## src/rtl/avuart_fifo_bridge.sv

```systemverilog
// Avalon-MM slave with the JTAG-UART DATA/CONTROL register model, bridging the host
// bus to a host->tx byte FIFO and an rx->host byte FIFO with parametrised depths and IRQ thresholds.
module avuart_fifo_bridge #(
    parameter int WR_DEPTH  = 64,
    parameter int RD_DEPTH  = 64,
    parameter int WR_THRESH = 8,
    parameter int RD_THRESH = 8
) (
    input  logic        clk,
    input  logic        reset,
    input  logic        av_chipselect,
    input  logic        av_address,
    input  logic        av_read_n,
    input  logic        av_write_n,
    input  logic [31:0] av_writedata,
    output logic [31:0] av_readdata,
    output logic        av_waitrequest,
    output logic        irq,
    output logic [7:0]  tx_data,
    output logic        tx_valid,
    input  logic        tx_ready,
    input  logic [7:0]  rx_data,
    input  logic        rx_valid,
    output logic        rx_ready
);

    localparam int WA = $clog2(WR_DEPTH);
    localparam int WC = WA + 1;
    localparam int RA = $clog2(RD_DEPTH);
    localparam int RC = RA + 1;
    localparam logic [WC-1:0] WR_DEPTH_C  = WC'(WR_DEPTH);
    localparam logic [WC-1:0] WR_THRESH_C = WC'(WR_THRESH);
    localparam logic [RC-1:0] RD_DEPTH_C  = RC'(RD_DEPTH);
    localparam logic [RC-1:0] RD_THRESH_C = RC'(RD_THRESH);

    logic [7:0]    wr_mem_r [WR_DEPTH];
    logic [WA-1:0] wr_wptr_r, wr_rptr_r;
    logic [WC-1:0] wr_count_r, wr_count_nxt_s, wspace_s;
    logic [7:0]    rd_mem_r [RD_DEPTH];
    logic [RA-1:0] rd_wptr_r, rd_rptr_r;
    logic [RC-1:0] rd_count_r, rd_count_nxt_s;

    logic        ack_r, re_r, we_r, ac_r, irq_r;
    logic [31:0] readdata_r, snapshot_s;
    logic        request_s, first_s, accept_s, rd_op_s, wr_op_s, ctl_wr_s;
    logic        wr_full_s, wr_empty_s, rd_full_s, rd_empty_s, ri_s, wi_s;
    logic        wr_push_s, wr_pop_s, rd_push_s, rd_pop_s;
    logic        re_nxt_s, we_nxt_s, ac_nxt_s, irq_nxt_s;
    logic [7:0]  rd_head_s;
    logic        unused_s;

    assign request_s      = av_chipselect & (~av_read_n | ~av_write_n);
    assign first_s        = request_s & ~ack_r;
    assign accept_s       = request_s & ack_r;
    assign rd_op_s        = ~av_read_n;
    assign wr_op_s        = ~av_write_n & av_read_n;
    assign av_waitrequest = first_s;

    assign wr_full_s  = (wr_count_r == WR_DEPTH_C);
    assign wr_empty_s = (wr_count_r == {WC{1'b0}});
    assign rd_full_s  = (rd_count_r == RD_DEPTH_C);
    assign rd_empty_s = (rd_count_r == {RC{1'b0}});
    assign wspace_s   = WR_DEPTH_C - wr_count_r;
    assign ri_s       = (rd_count_r >= RD_THRESH_C);
    assign wi_s       = (wspace_s >= WR_THRESH_C);
    assign rd_head_s  = rd_empty_s ? 8'h00 : rd_mem_r[rd_rptr_r];

    assign tx_data  = wr_mem_r[wr_rptr_r];
    assign tx_valid = ~wr_empty_s;
    assign rx_ready = ~rd_full_s & ~reset;

    // A write arriving on a full FIFO is dropped even if the consumer pops this cycle.
    assign wr_push_s = accept_s & wr_op_s & ~av_address & ~wr_full_s;
    assign wr_pop_s  = tx_valid & tx_ready;
    assign rd_push_s = rx_valid & rx_ready;
    // The pop decision follows the RVALID bit captured in the first request cycle.
    assign rd_pop_s  = accept_s & rd_op_s & ~av_address & readdata_r[15];
    assign ctl_wr_s  = accept_s & wr_op_s & av_address;

    assign av_readdata = readdata_r;
    assign irq         = irq_r;
    assign unused_s    = ^{av_writedata[31:11], av_writedata[9:8]};

    // Register snapshot for a read, taken in the first request cycle.
    always_comb begin
        snapshot_s = 32'h0000_0000;
        if (av_address) begin
            snapshot_s = {16'(wspace_s), 5'd0, ac_r, wi_s, ri_s, 6'd0, we_r, re_r};
        end else begin
            snapshot_s = {16'(rd_count_r), ~rd_empty_s, 7'd0, rd_head_s};
        end
    end

    // Post-update occupancy, control bits and interrupt level.
    always_comb begin
        wr_count_nxt_s = wr_count_r;
        rd_count_nxt_s = rd_count_r;
        re_nxt_s       = re_r;
        we_nxt_s       = we_r;
        ac_nxt_s       = ac_r;
        case ({wr_push_s, wr_pop_s})
            2'b10:   wr_count_nxt_s = wr_count_r + WC'(1);
            2'b01:   wr_count_nxt_s = wr_count_r - WC'(1);
            default: wr_count_nxt_s = wr_count_r;
        endcase
        case ({rd_push_s, rd_pop_s})
            2'b10:   rd_count_nxt_s = rd_count_r + RC'(1);
            2'b01:   rd_count_nxt_s = rd_count_r - RC'(1);
            default: rd_count_nxt_s = rd_count_r;
        endcase
        if (ctl_wr_s) begin
            re_nxt_s = av_writedata[0];
            we_nxt_s = av_writedata[1];
        end else begin
            re_nxt_s = re_r;
            we_nxt_s = we_r;
        end
        if (wr_pop_s) begin
            ac_nxt_s = 1'b1;
        end else if (ctl_wr_s && av_writedata[10]) begin
            ac_nxt_s = 1'b0;
        end else begin
            ac_nxt_s = ac_r;
        end
        irq_nxt_s = (re_nxt_s & (rd_count_nxt_s >= RD_THRESH_C)) |
                    (we_nxt_s & ((WR_DEPTH_C - wr_count_nxt_s) >= WR_THRESH_C));
    end

    // Bus handshake, control state, FIFO pointers and counts.
    always_ff @(posedge clk) begin
        if (reset) begin
            ack_r      <= 1'b0;
            readdata_r <= 32'h0000_0000;
            re_r       <= 1'b0;
            we_r       <= 1'b0;
            ac_r       <= 1'b0;
            irq_r      <= 1'b0;
            wr_wptr_r  <= {WA{1'b0}};
            wr_rptr_r  <= {WA{1'b0}};
            wr_count_r <= {WC{1'b0}};
            rd_wptr_r  <= {RA{1'b0}};
            rd_rptr_r  <= {RA{1'b0}};
            rd_count_r <= {RC{1'b0}};
        end else begin
            ack_r <= first_s;
            if (first_s && rd_op_s) begin
                readdata_r <= snapshot_s;
            end
            re_r       <= re_nxt_s;
            we_r       <= we_nxt_s;
            ac_r       <= ac_nxt_s;
            irq_r      <= irq_nxt_s;
            wr_count_r <= wr_count_nxt_s;
            rd_count_r <= rd_count_nxt_s;
            if (wr_push_s) wr_wptr_r <= wr_wptr_r + WA'(1);
            if (wr_pop_s)  wr_rptr_r <= wr_rptr_r + WA'(1);
            if (rd_push_s) rd_wptr_r <= rd_wptr_r + RA'(1);
            if (rd_pop_s)  rd_rptr_r <= rd_rptr_r + RA'(1);
        end
    end

    // Byte storage; contents are don't-care until the pointers say otherwise.
    always_ff @(posedge clk) begin
        if (wr_push_s) wr_mem_r[wr_wptr_r] <= av_writedata[7:0];
        if (rd_push_s) rd_mem_r[rd_wptr_r] <= rx_data;
    end

endmodule
```

## config.mk

```make
export PLATFORM = sky130hd
export DESIGN_NAME = avuart_fifo_bridge
export DESIGN_NICKNAME = d
export VERILOG_FILES = /design/src/rtl/avuart_fifo_bridge.sv
export SDC_FILE = /design/constraint.sdc
export NUM_CORES = 1
export LEC_CHECK = 0
export CORE_MARGIN = 4
export CORE_UTILIZATION = 35
export DETAILED_ROUTE_END_ITERATION = 10
export GPL_TIMING_DRIVEN = 1
export PLACE_DENSITY = 0.59
export SETUP_SLACK_MARGIN = 0.2
export SLEW_MARGIN = 20
export SYNTH_ARGS = -nofsm -noshare
export SYNTH_HDL_FRONTEND = slang
export SYNTH_SLANG_ARGS = --single-unit
```

## constraint.sdc

```tcl
create_clock -name clk -period 5 [get_ports clk]
set_input_delay 1 -clock clk [delete_from_list [all_inputs] [get_ports clk]]
set_output_delay 1 -clock clk [all_outputs]
set_load 0.01 [all_outputs]
```

==> run summary <==
Internal: 0.0159 W
Slew HR: 38.4%
Worst reg2reg path endpoint: irq
Instance count of the mapped netlist: 2116
Status: completed
RSZ-0062 raised after global routing: false
Synthesized flop and latch total: 1098
Clock Tree Buf Depth: 3
Biggest area consumer among synthesized cells: edfxtp_1
DRC: 0
CP max stage cell: mux4_2
Placer Congestion: 0.782
Area contributors post-synth: edfxtp_1, mux4_2, dfxtp_1
Detailed Place HPWL: 60.9 mm
Initial antenna violation count: 4
Max Fclk: 214 MHz
Logic pwr share: 10.2%
Die Wd: 359 µm
Tcrit/Tclk final: 93.5%
HP Start: av_readdata[10]
Vias in the first global route: 21759
MaxCap Viol Count: 0
Min Hold Slack: 0.467 ns
Seq pwr share: 49.2%
1st-iter DRT viols: 2039
Crit path max fanout: 13
CP max stage delay: 0.55 ns
Crit-path cells: buf_4 -> bufbuf_16 -> mux4_2 -> mux4_2 -> mux2_2 -> nand2_1 -> o21ai_1 -> clkdlybuf4s50_1
Design area: 50400 µm²
Leakage dissipation: 15.5 nW
Vias/cell: 5.18
WS Path Type: reg -> out
Worst R2R Setup Slack: 0.84 ns
Placeable Area: 122000 µm²
Synth Flop Type: edfxtp_1
Final Hold Violating Endpoints: 0
Largest net degree at the start of global routing: 66
Grt ovf: 0
Dpl cell area: 46400 µm²
Clock insertion delay at the later pin of the skew report: 0.73 ns
R2R cell count: 16
Site row count: 128
Worst Hold Endpoint: av_readdata[10]
Type of the most critical hold path: reg -> reg
Commonest non-fill, non-tap cell in the layout: edfxtp_1
Drt first pass iters: 7
Clock power frac: 40.6%
Seq/Total Area, Yosys: 74.6%
Worst EP arrival: 3.68 ns
Detailed Route WL: 99.4 mm
Post-DR wirelength/cell: 24.5 µm
Mapped Area: 43200 µm²
Port bufs: 55
TritonCTS Sinks: 1098
EDFF count, synth: 1024
Cell repeated most along the worst path: mux4_2
Final worst setup slack: 0.324 ns
TritonCTS Buffers: 111
Hold buffers post-CTS: 0
Power Density: 408 nW/µm²
Worst-Margin Slew: 0.924 ns
I/O pin total: 92
Starting Density: 35.3%
CP required: 4.00 ns
Die Y-Extent: 359 µm
Synth warn: 0
Final setup viols: 0
Peak VDD IR: 0.327 mV
First-pass GRT wire length: 147 mm
Fraction of registers with async set/reset: 0%
Avg Cell Area, Syn: 20.4 µm²
Die ar.: 129000 µm²
Yosys top cell area share: 71.2%
Hold Crit Depth: 2
Crit start category: register
GRT Util Overall: 15.3%
Psw: 0.00463 W
Layout cells sized above 1: 28.3%
Clock transition at the registers of the reported paths: 0.06 ns
Via count: 21024
Tot Pwr: 0.0206 W
Netlist cell types: 66
Critical path endpoint category: output port
Root buf cell: clkbuf_16
Routed Antenna Nets: 0
Area delta synth->final: 16.6%
Sw Ratio: 22.5%
Most frequent cells in the layout: edfxtp_1, mux4_2, nor2_1, buf_4, clkbuf_16
Skew final: 0.0505 ns
Post-route setup TNS: 0 ns
H-tree levels: 3
Reg2Reg Launch Point: wr_count_r[0]
Nets@finish: 2397
Max Transition Viols Final: 0
Tmin final: 4.68 ns
TritonCTS clock tree: yes
Place WS: 0.300 ns
==> cell type report <==
type / count / area, µm²
Timing Repair Buffer: 219 / 1950
Fill cell: 10690 / 71800
Clock inverter: 62 / 729
Multi-Input combinational cell: 891 / 10400
Tap cell: 1625 / 2030
Antenna cell: 2 / 5.00
Inverter: 11 / 41.3
Sequential cell: 1098 / 32300
Clock buffer: 148 / 3010
==> synthesized netlist by cell type (all sizes together) (23+ instances only) <==
master	instances
buf	67
mux4	307
nor2b	23
nand2	58
edfxtp	1024
nor2	201
nand3	24
o21ai	25
a21oi	30
dfxtp	74
mux2i	41
clkbuf	61
==> power groups by stage <==
stage / logic (W) / registers (W) / clock network, W
2_1_floorplan: 0.00131 / 0.0103 / 0
4_1_cts: 0.00214 / 0.0101 / 0.00855
3_5_place_dp: 0.00194 / 0.0103 / 0
6_report: 0.00210 / 0.0101 / 0.00835
3_3_place_gp: 0.00191 / 0.0103 / 0
5_1_grt: 0.00225 / 0.0101 / 0.00897
==> worst max path at each step <==
stage / endpoint
floorplan: irq
global placement: irq
detailed placement: irq
CTS: tx_data[4]
global route: tx_data[5]
finish: tx_data[1]
==> worst max-delay path: cells and delay by family (launching register included) <==
family / cells / cell delay (ns)
muxes: 3 / 1.35
buffers and inverters: 3 / 1.06
DFF: 1 / 0.37
AOI/OAI and AO/OA: 1 / 0.11
and+or+nand+nor: 1 / 0.06
==> registers in the layout (all words and copies together), names as in the netlist, named ones only <==
signal	count
ac_r	1
ack_r	1
av_readdata	19
irq	1
rd_count_r	7
rd_mem_r	512
rd_rptr_r	6
rd_wptr_r	6
re_r	1
we_r	1
wr_count_r	7
wr_mem_r	512
wr_rptr_r	6
wr_wptr_r	6
==> logic make-up after synthesis <==
family | Yosys count | synth area share [%]
flip-flops | 1098 | 74.6
other | 1 | 0.00868
XOR/XNOR | 34 | 0.690
multiplexers | 357 | 17.2
buffers and inverters | 139 | 1.51
AO/OA/AOI/OAI | 110 | 1.71
adder cells (fa/ha/maj) | 17 | 0.510
AND/OR/NAND/NOR | 360 | 3.74
==> metrics by stage <==
step                      cells  util, %
final                      4056     41.2
after global routing       4054     41.2
after CTS                  4054     41.2
after detailed placement   3836     38.0
after global placement     3836     38.0
after floorplan            2128        -
==> what timing repair did <==
| item | in CTS | in global routing |
|---|---|---|
| setup buffers | 5 | 0 |
| endpoints found under the setup margin | 6 | 2 |
| resized for setup | 7 | 2 |
| cloned | 3 | 0 |
| pin swaps | 0 | 0 |
==> routing by layer <==
layer / routed length (µm) / global-route usage [%] / share of wire [%] / up-vias
li1: - / - / - / 9076
met1: 41000 / 20.7 / 41 / 11099
met2: 48900 / 24.9 / 49 / 704
met3: 7250 / 3.70 / 7.3 / 141
met4: 2170 / 3.82 / 2.2 / 4
met5: 17 / 0 / 0.017 / -
No activity file was read; power rests on OpenSTA's default activity.
